File: config.mk
export PLATFORM = sky130hd
export DESIGN_NAME = adsr_env
export DESIGN_NICKNAME = d
export VERILOG_FILES = /design/src/rtl/adsr_pkg.sv /design/src/rtl/env_tick.sv /design/src/rtl/adsr_env.sv
export SDC_FILE = /design/constraint.sdc
export NUM_CORES = 1
export LEC_CHECK = 0
export CAP_MARGIN = 20
export CORE_AREA = 2 2 128 105
export DETAILED_ROUTE_END_ITERATION = 8
export DIE_AREA = 0 0 130 107
export SLEW_MARGIN = 40
export SYNTH_ARGS = -nofsm -noshare
export SYNTH_HDL_FRONTEND = slang
export SYNTH_SLANG_ARGS = --single-unit
File: constraint.sdc
create_clock -name clk -period 5 [get_ports clk]
set_input_delay 0.5 -clock clk [delete_from_list [all_inputs] [get_ports clk]]
set_output_delay 0.5 -clock clk [all_outputs]
set_load 0.1 [all_outputs]
File: src/rtl/adsr_pkg.sv
// Shared definitions for the ADSR envelope generator: stage codes and envelope limits.
package adsr_pkg;

  typedef enum logic [2:0] {
    ST_IDLE    = 3'd0,
    ST_ATTACK  = 3'd1,
    ST_DECAY   = 3'd2,
    ST_SUSTAIN = 3'd3,
    ST_RELEASE = 3'd4
  } stage_e;

  localparam logic [15:0] ENV_MAX = 16'hFFFF;

endpackage

File: src/rtl/env_tick.sv
// Free-running prescaler: tick is high for one clk cycle every TICK_DIV cycles.
module env_tick #(
  parameter int TICK_DIV = 50
) (
  input  logic clk,
  input  logic rst_n,
  output logic tick
);

  localparam logic [15:0] LAST = 16'(TICK_DIV - 1);

  logic [15:0] cnt_q;
  logic [15:0] cnt_d;

  // Wrap the counter after the last count of the period.
  always_comb begin
    if (cnt_q == LAST) begin
      cnt_d = 16'd0;
    end else begin
      cnt_d = cnt_q + 16'd1;
    end
  end

  // Counter register.
  always_ff @(posedge clk or negedge rst_n) begin
    if (!rst_n) begin
      cnt_q <= 16'd0;
    end else begin
      cnt_q <= cnt_d;
    end
  end

  assign tick = (cnt_q == LAST);

endmodule

File: src/rtl/adsr_env.sv
// ADSR envelope generator: gate edges switch stages immediately, tick-paced steps
// move the 16-bit envelope through attack, decay, sustain and release.
module adsr_env
  import adsr_pkg::*;
#(
  parameter int TICK_DIV = 50
) (
  input  logic        clk,
  input  logic        rst_n,
  input  logic        gate,
  input  logic [15:0] attack_rate,
  input  logic [15:0] decay_rate,
  input  logic [15:0] sustain_level,
  input  logic [15:0] release_rate,
  output logic [15:0] env_out,
  output logic [2:0]  stage,
  output logic        busy
);

  logic               tick_s;
  logic               gate_q;
  logic               rise_s;
  logic               fall_s;
  logic               step_s;
  stage_e             stage_q;
  stage_e             stage_d;
  logic [15:0]        env_q;
  logic [15:0]        env_d;
  logic               busy_q;
  logic               busy_d;
  logic [16:0]        sum_s;
  logic signed [16:0] dec_s;
  logic signed [16:0] rel_s;
  logic signed [16:0] sus_s;

  env_tick #(.TICK_DIV(TICK_DIV)) u_tick (
    .clk  (clk),
    .rst_n(rst_n),
    .tick (tick_s)
  );

  assign rise_s = gate & ~gate_q;
  assign fall_s = ~gate & gate_q;
  // A gate edge owns its cycle: the envelope never steps at the same time.
  assign step_s = tick_s & ~rise_s & ~fall_s;

  assign sum_s = {1'b0, env_q} + {1'b0, attack_rate};
  assign dec_s = $signed({1'b0, env_q}) - $signed({1'b0, decay_rate});
  assign rel_s = $signed({1'b0, env_q}) - $signed({1'b0, release_rate});
  assign sus_s = $signed({1'b0, sustain_level});

  // Next stage and envelope value.
  always_comb begin
    stage_d = stage_q;
    env_d   = env_q;
    case (stage_q)
      ST_IDLE: begin
        env_d = 16'h0000;
        if (rise_s) begin
          stage_d = ST_ATTACK;
        end else begin
          stage_d = ST_IDLE;
        end
      end
      ST_ATTACK: begin
        if (fall_s) begin
          stage_d = ST_RELEASE;
        end else if (step_s) begin
          if (sum_s >= {1'b0, ENV_MAX}) begin
            env_d   = ENV_MAX;
            stage_d = ST_DECAY;
          end else begin
            env_d = sum_s[15:0];
          end
        end else begin
          env_d = env_q;
        end
      end
      ST_DECAY: begin
        if (fall_s) begin
          stage_d = ST_RELEASE;
        end else if (step_s) begin
          // Also catches entry at or below sustain: first tick lands on it.
          if (dec_s <= sus_s) begin
            env_d   = sustain_level;
            stage_d = ST_SUSTAIN;
          end else begin
            env_d = dec_s[15:0];
          end
        end else begin
          env_d = env_q;
        end
      end
      ST_SUSTAIN: begin
        if (fall_s) begin
          stage_d = ST_RELEASE;
        end else if (step_s) begin
          env_d = sustain_level;
        end else begin
          env_d = env_q;
        end
      end
      ST_RELEASE: begin
        if (rise_s) begin
          stage_d = ST_ATTACK;
        end else if (step_s) begin
          if (rel_s <= 17'sd0) begin
            env_d   = 16'h0000;
            stage_d = ST_IDLE;
          end else begin
            env_d = rel_s[15:0];
          end
        end else begin
          env_d = env_q;
        end
      end
      default: begin
        stage_d = ST_IDLE;
        env_d   = 16'h0000;
      end
    endcase
    busy_d = (stage_d != ST_IDLE);
  end

  // State, envelope and gate history registers.
  always_ff @(posedge clk or negedge rst_n) begin
    if (!rst_n) begin
      gate_q  <= 1'b0;
      stage_q <= ST_IDLE;
      env_q   <= 16'h0000;
      busy_q  <= 1'b0;
    end else begin
      gate_q  <= gate;
      stage_q <= stage_d;
      env_q   <= env_d;
      busy_q  <= busy_d;
    end
  end

  assign env_out = env_q;
  assign stage   = stage_q;
  assign busy    = busy_q;

endmodule

== Word-level counts from Yosys, hierarchy flattened ==
Cells that the tools add are included.

* Flip-flop bits (word level): 37
* Output and inout bits: 20
* Logic and storage cells: 61

* $add $sub $neg: 4
* Order comparisons: 3
* Eq/ne operators: 13
* Mux-type cells: 25
* Bitwise gates (word level): 8
* Reductions and logical operators: 3

{| class="wikitable"
|+ Operator list
! operator !! number
|-
| $mux 16 || 12
|-
| $pmux 16 s4 || 1
|-
| $sub 16x16->17 || 2
|-
| $mux 3 || 10
|-
| $add 16x16->17 || 1
|-
| $ge 17x16->1 const B || 1
|-
| $le 17x1->1 const B || 1
|-
| $le 17x17->1 || 1
|-
| $add 16x1->16 const B || 1
|-
| $eq 16x6->1 const B || 1
|-
| $ne 2x2->1 const B || 8
|-
| $pmux 3 s5 || 1
|-
| $reduce_and 8->1 || 1
|-
| $eq 3x2->1 const B || 2
|-
| $and 1x1->1 || 4
|-
| $not 1->1 || 4
|-
| $eq 3x1->1 const B || 1
|-
| $eq 3x3->1 const B || 1
|-
| $logic_not 3->1 || 1
|-
| $reduce_bool 3->1 || 1
|-
| $mux 1 || 1
|}

== Logic depth before layout (Yosys ltp) ==
* Depth in word-level cells: 9
* Depth in mapped cells: 21
* Gate-level depth less buffers: 20

== Modules after synthesis ==
From an unflattened synthesis, not the netlist that was laid out.

* Cell total of the unflattened synthesis: 632
* Area, all modules: 4986.0 um^2

{| class="wikitable"
|+ Modules (own cells, without submodules)
! module !! times used !! cells each !! area an instance (um^2)
|-
| adsr_env || 1 || 560 || 4186.5
|-
| env_tick || 1 || 72 || 799.5
|}

== Worst setup path after synthesis ==
No wires, ideal clock.

* Kind: reg2reg
* From: register env_q[7], in the netlist env_out[7]
* To: register env_q[3], in the netlist env_out[3]
* Library setup time: 135 ps
* Data arrival time: 5085 ps
* Slack: -220 ps
* Stages on the path, launching flop included: 17
* Buffers on the path: 1
* Cells stage by stage: dfrtp_1 > ha_1 > a2111o_1 > o21ai_0 > a21oi_1 > o41ai_1 > mux2_2 > or4_1 > ha_1 > a2111oi_0 > o211ai_1 > o21a_1 > o311ai_4 > nor2b_2 > buf_6 > a221oi_1 > a31oi_1

* Longest elaborated chain between the ends: 6
* Elaborated cells between the ends (all ways): 16
* Classes of those cells: add/sub (3); order compare (3); mux (10)

{| class="wikitable"
|+ RTL lines
! item !! line !! RTL
|-
| start: declaration || adsr_env.sv:27 || <nowiki>logic [15:0] env_q;</nowiki>
|-
| start signal: assignment || adsr_env.sv:135 || <nowiki>env_q <= env_d;</nowiki>
|-
| $sub 16x16->17 (tied with other cells) || adsr_env.sv:49 || <nowiki>assign rel_s = $signed({1'b0, env_q}) - $signed({1'b0, release_rate});</nowiki>
|-
| $le 17x1->1 (tied with other cells) || adsr_env.sv:107 || <nowiki>if (rel_s <= 17'sd0) begin</nowiki>
|-
| $mux 16, on equally long branches || adsr_env.sv:107, adsr_env.sv:69, adsr_env.sv:84 ||
|-
| $mux 16, on equally long branches || adsr_env.sv:106, adsr_env.sv:68, adsr_env.sv:82 ||
|-
| $mux 16, on equally long branches || adsr_env.sv:104, adsr_env.sv:66, adsr_env.sv:80 ||
|-
| $pmux 16 s4 (*) || adsr_env.sv:56 || <nowiki>case (stage_q)</nowiki>
|}

Every way passes the cells marked *; elsewhere a longest branch is shown, timed or not. The select of a mux whose other input is x is not followed.
A chain may end at the register's enable or synchronous reset.

== Worst setup path in the final report ==
* From: input decay_rate[7]
* To: register env_q[9], in the netlist env_out[9]

* Longest elaborated chain between the ends: 6

{| class="wikitable"
|+ RTL lines
! item !! line !! RTL
|-
| start: declaration || adsr_env.sv:12 || <nowiki>input logic [15:0] decay_rate,</nowiki>
|-
| $sub 16x16->17 (*) || adsr_env.sv:48 || <nowiki>assign dec_s = $signed({1'b0, env_q}) - $signed({1'b0, decay_rate});</nowiki>
|-
| $le 17x17->1 || adsr_env.sv:84 || <nowiki>if (dec_s <= sus_s) begin</nowiki>
|-
| $mux 16 (*) || adsr_env.sv:84 ||
|-
| $mux 16 (*) || adsr_env.sv:82 || <nowiki>end else if (step_s) begin</nowiki>
|-
| $mux 16 (*) || adsr_env.sv:80 || <nowiki>if (fall_s) begin</nowiki>
|-
| $pmux 16 s4 (*) || adsr_env.sv:56 ||
|}

Marked as above.

==> flow_metrics.py <==
metrics = {
    "die": {
        "die-area_um2": 13900,
        "die_h_um": 107,
        "initial_utilization_pct": 39.1,
        "fp.coreArea_um2": 12600,
        "num_rows": 37,
        "ioPinCount": 87,
        "die_w_um": 130,
    },
    "grt": {
        "grt_max_degree": 38,
        "grt_antenna_before_repair": 0,
        "grt_pass1_vias": 5031,
        "grtUsageTotal_pct": 22.8,
        "grt_remaining_overflow": 0,
        "grt_first_pass_wirelength_um": 25200,
    },
    "timing": {
        "maxSlewViolCount": 0,
        "fmax_ghz": 0.206,
        "worst_pin_slew_ns": 0.785,
        "min_period_ns": 4.84,
        "setup_violations": 0,
        "hold_viol_final": 0,
        "fin_skew_ns": 0.00524,
        "finalCritPeriodShare_pct": 96.9,
        "max-slew-margin-rel_pct": 47.4,
        "rsz0062_at_grt": "false",
        "setup_tns_ns": 0,
        "fin_ws_ns": 0.156,
    },
    "drt": {
        "first_pass_iters": 5,
        "viasPerCell": 5.69,
        "drt-initial-drc-count": 364,
        "num_vias": 5228,
        "drc": 0,
        "wl_per_cell_um": 17.2,
        "wirelength_um": 15800,
        "ant_nets": 0,
    },
    "finish": {
        "multi_input_area_um2": 3760,
        "final_nets": 878,
        "layout.cells.non_filler": 918,
        "drive_gt1_share_pct": 13.1,
        "layout.area.seq_um2": 930,
        "diodes": 0,
        "filler_cell_count": 1211,
        "syn_to_final_growth_pct": 27.9,
    },
    "logic_synthesis": {
        "synth-seq-area-share_pct": 18.7,
        "netlist_area_um2": 4950,
        "synthTopCellsByArea": "dfrtp_1, ha_1, inv_1, o21ai_0, xnor2_1",
        "postSynthCellCount": 632,
        "synth_area_leader_cell": "dfrtp_1",
        "yosys-top-cells-count": "inv_1, ha_1, o21ai_0",
        "synth-seq-cells": 37,
        "ys_dominant_reg_cell": "dfrtp_1",
        "yosys.cell_types.count": 73,
        "yosysTopAreaCellShare_pct": 18.7,
        "avgSynthCellArea_um2": 7.83,
        "synth-edff-count": 0,
        "synthesis.nets": 768,
        "synthArstFlopShare_pct": 100,
        "yosysMostFrequentCell": "inv_1",
        "yosysWarnings": 0,
    },
    "setup_path": {
        "critical_path_arrival_ns": 5.00,
        "cp_max_fo": 5,
        "timing.rr.start": "env_out[7]$_DFFE_PN0P_",
        "required_ns": 5.16,
        "endpoint_kind": "flip-flop",
        "worstSetupPathType": "in -> reg",
        "worst-r2r-cell-count": 17,
        "setup.worst_path.start_class": "primary input",
        "cp-startpoint": "decay_rate[7]",
    },
    "hold_path": {
        "hp-start": "u_tick.cnt_q[12]$_DFF_PN0_",
        "worstHoldPathCells": 1,
        "hp-class": "reg -> reg",
    },
    "placed_design": {
        "port_buffers": 86,
        "pre_cts_ws_ns": -0.535,
        "hpwlAfterDp_um": 13000,
        "place.gp.congestion": 0.909,
        "dp_cells": 908,
    },
    "power_and_ir_drop": {
        "power_density_nw_per_um2": 191,
        "power_mw": 1.21,
        "pwr-share-clk_pct": 27.0,
        "p_comb_share_pct": 44.9,
        "peakVddDrop_uv": 138,
        "sequentialPowerShare_pct": 28.2,
        "p_int_uw": 710,
        "netSwitchingFraction_pct": 41.1,
        "leakage_nw": 3.03,
        "power.switching_uw": 496,
    },
    "cts": {
        "clockRootBuffer": "clkbuf_16",
        "cts_buffers": 5,
        "cts_sinks": 37,
        "insertion_delay_ns": 0.28,
        "cts.path.max_buffers": 2,
        "htree_levels": 2,
        "holdBufCountCts": 0,
        "cts_tree": "yes",
        "clk_pin_slew_ns": 0.06,
    },
    "outcome": {
        "status": "finished, final reports clean",
    },
    "run": {
        "cap_violations": 0,
    },
}
==> critical path, cell delays in order <==
cell and delay [ns]:
clkdlybuf4s50_1 0.45, inv_1 0.04, ha_1 0.30, a2111o_1 0.41
o21ai_2 0.20, a21oi_2 0.10, o41ai_2 0.29, buf_4 0.17
mux2_2 0.34, or4_4 0.55, ha_4 0.25, a2111oi_4 0.29
o211ai_1 0.15, o21a_1 0.22, o311ai_4 0.10, buf_6 0.17
mux2_2 0.32, nand2_1 0.07, a31oi_1 0.07
==> state kept, by name, indices dropped and copies added, names as in the netlist <==
name          cells
busy              1
gate_q            1
stage             3
u_tick.cnt_q     16
env_out          16
==> final cells by class <==
| cell class | count | area share, % |
|---|---|---|
| flip-flops and latches | 37 | 14.7 |
| multi-input cells | 512 | 59.4 |
| clock buffers | 6 | 2.20 |
| inverters | 69 | 4.09 |
| clock inverters | 2 | 0.218 |
| well taps | 175 | 3.46 |
| repair buffers | 117 | 16.0 |
==> through the flow <==
stage / utilization (%) / hold WS (ns) / area [um^2]
final: 50.1 / 0.495 / 6330
after CTS: 49.7 / 0.496 / 6280
after global routing: 50.1 / 0.508 / 6330
after detailed placement: 48.2 / 0.486 / 6090
after global placement: 49.0 / 0.476 / 6190
after floorplan: - / 0.204 / 4950
==> placed cells by master, fill, tap and decap left out, types with 4 or more instances in the layout <==
cell             netlist  routed
and2_1                 8       8
nand2_1               43      43
and3_1                11      11
or2_2                  6       6
a221oi_2               5       5
a31oi_1               19      19
nor4_1                 8       8
nor3_1                12      12
nor2_1                42      42
nand4_1                8       8
buf_4                  1      29
o2111ai_1              6       6
dfrtp_1               37      34
nand2b_1               9       9
a221oi_1               4       4
clkdlybuf4s50_1        0      66
a21o_1                11      11
a211oi_1               7       7
inv_1                 69      69
ha_1                  66      65
clkbuf_16              0       5
o21a_1                 7       7
nor2b_1               11      11
o21ai_2                2       4
xnor2_1               28      28
nand3_1               20      20
xor2_1                13      13
buf_2                  3      20
o21ai_0               49      47
a21oi_1               44      42
==> cells by family (layout without fill, tap and decap cells) <==
group | after synthesis | in the layout | share of synthesized area [%]
buf+inv | 83 | 194 | 6.60
fa+ha+maj | 69 | 69 | 17.9
simple gates | 200 | 200 | 21.0
compound gates | 198 | 198 | 27.6
xor+xnor | 41 | 41 | 7.26
mux | 4 | 4 | 0.885
flops | 37 | 37 | 18.7
==> worst paths after layout <==
check / to / slack (ns)
max in group asynchronous: env_out[7]$_DFFE_PN0P_ / 3.99
hold reg to reg: u_tick.cnt_q[12]$_DFF_PN0_ / 0.50
min in group asynchronous: env_out[1]$_DFFE_PN0P_ / 0.65
setup reg to reg: env_out[9]$_DFFE_PN0P_ / 0.44
setup / recovery: env_out[9]$_DFFE_PN0P_ / 0.16
hold / removal: u_tick.cnt_q[12]$_DFF_PN0_ / 0.50
==> timing repair <==
| action | 4_1_cts | 5_1_grt |
|---|---|---|
| cloned | 0 | 0 |
| pin swaps | 2 | 3 |
| buffers inserted | 0 | 2 |
| resized for setup | 8 | 6 |
| endpoints found under the setup margin | 17 | 17 |
==> power groups by stage <==
stage / logic, mW / clock network [mW] / registers (mW)
after floorplan: 0.281 / 0 / 0.409
after global placement: 0.524 / 0 / 0.344
after detailed placement: 0.521 / 0 / 0.344
after CTS: 0.527 / 0.328 / 0.339
after global routing: 0.583 / 0.339 / 0.342
final: 0.541 / 0.325 / 0.339
==> metal layers <==
metal	track usage, %	up-vias	routed length (um)
met5	0	-	0
met4	4.45	0	209
met3	3.24	18	1200
met2	34.6	204	6520
met1	34.4	2444	7870
li1	-	2562	-
Note: power is estimated with default switching activity, not from simulation.
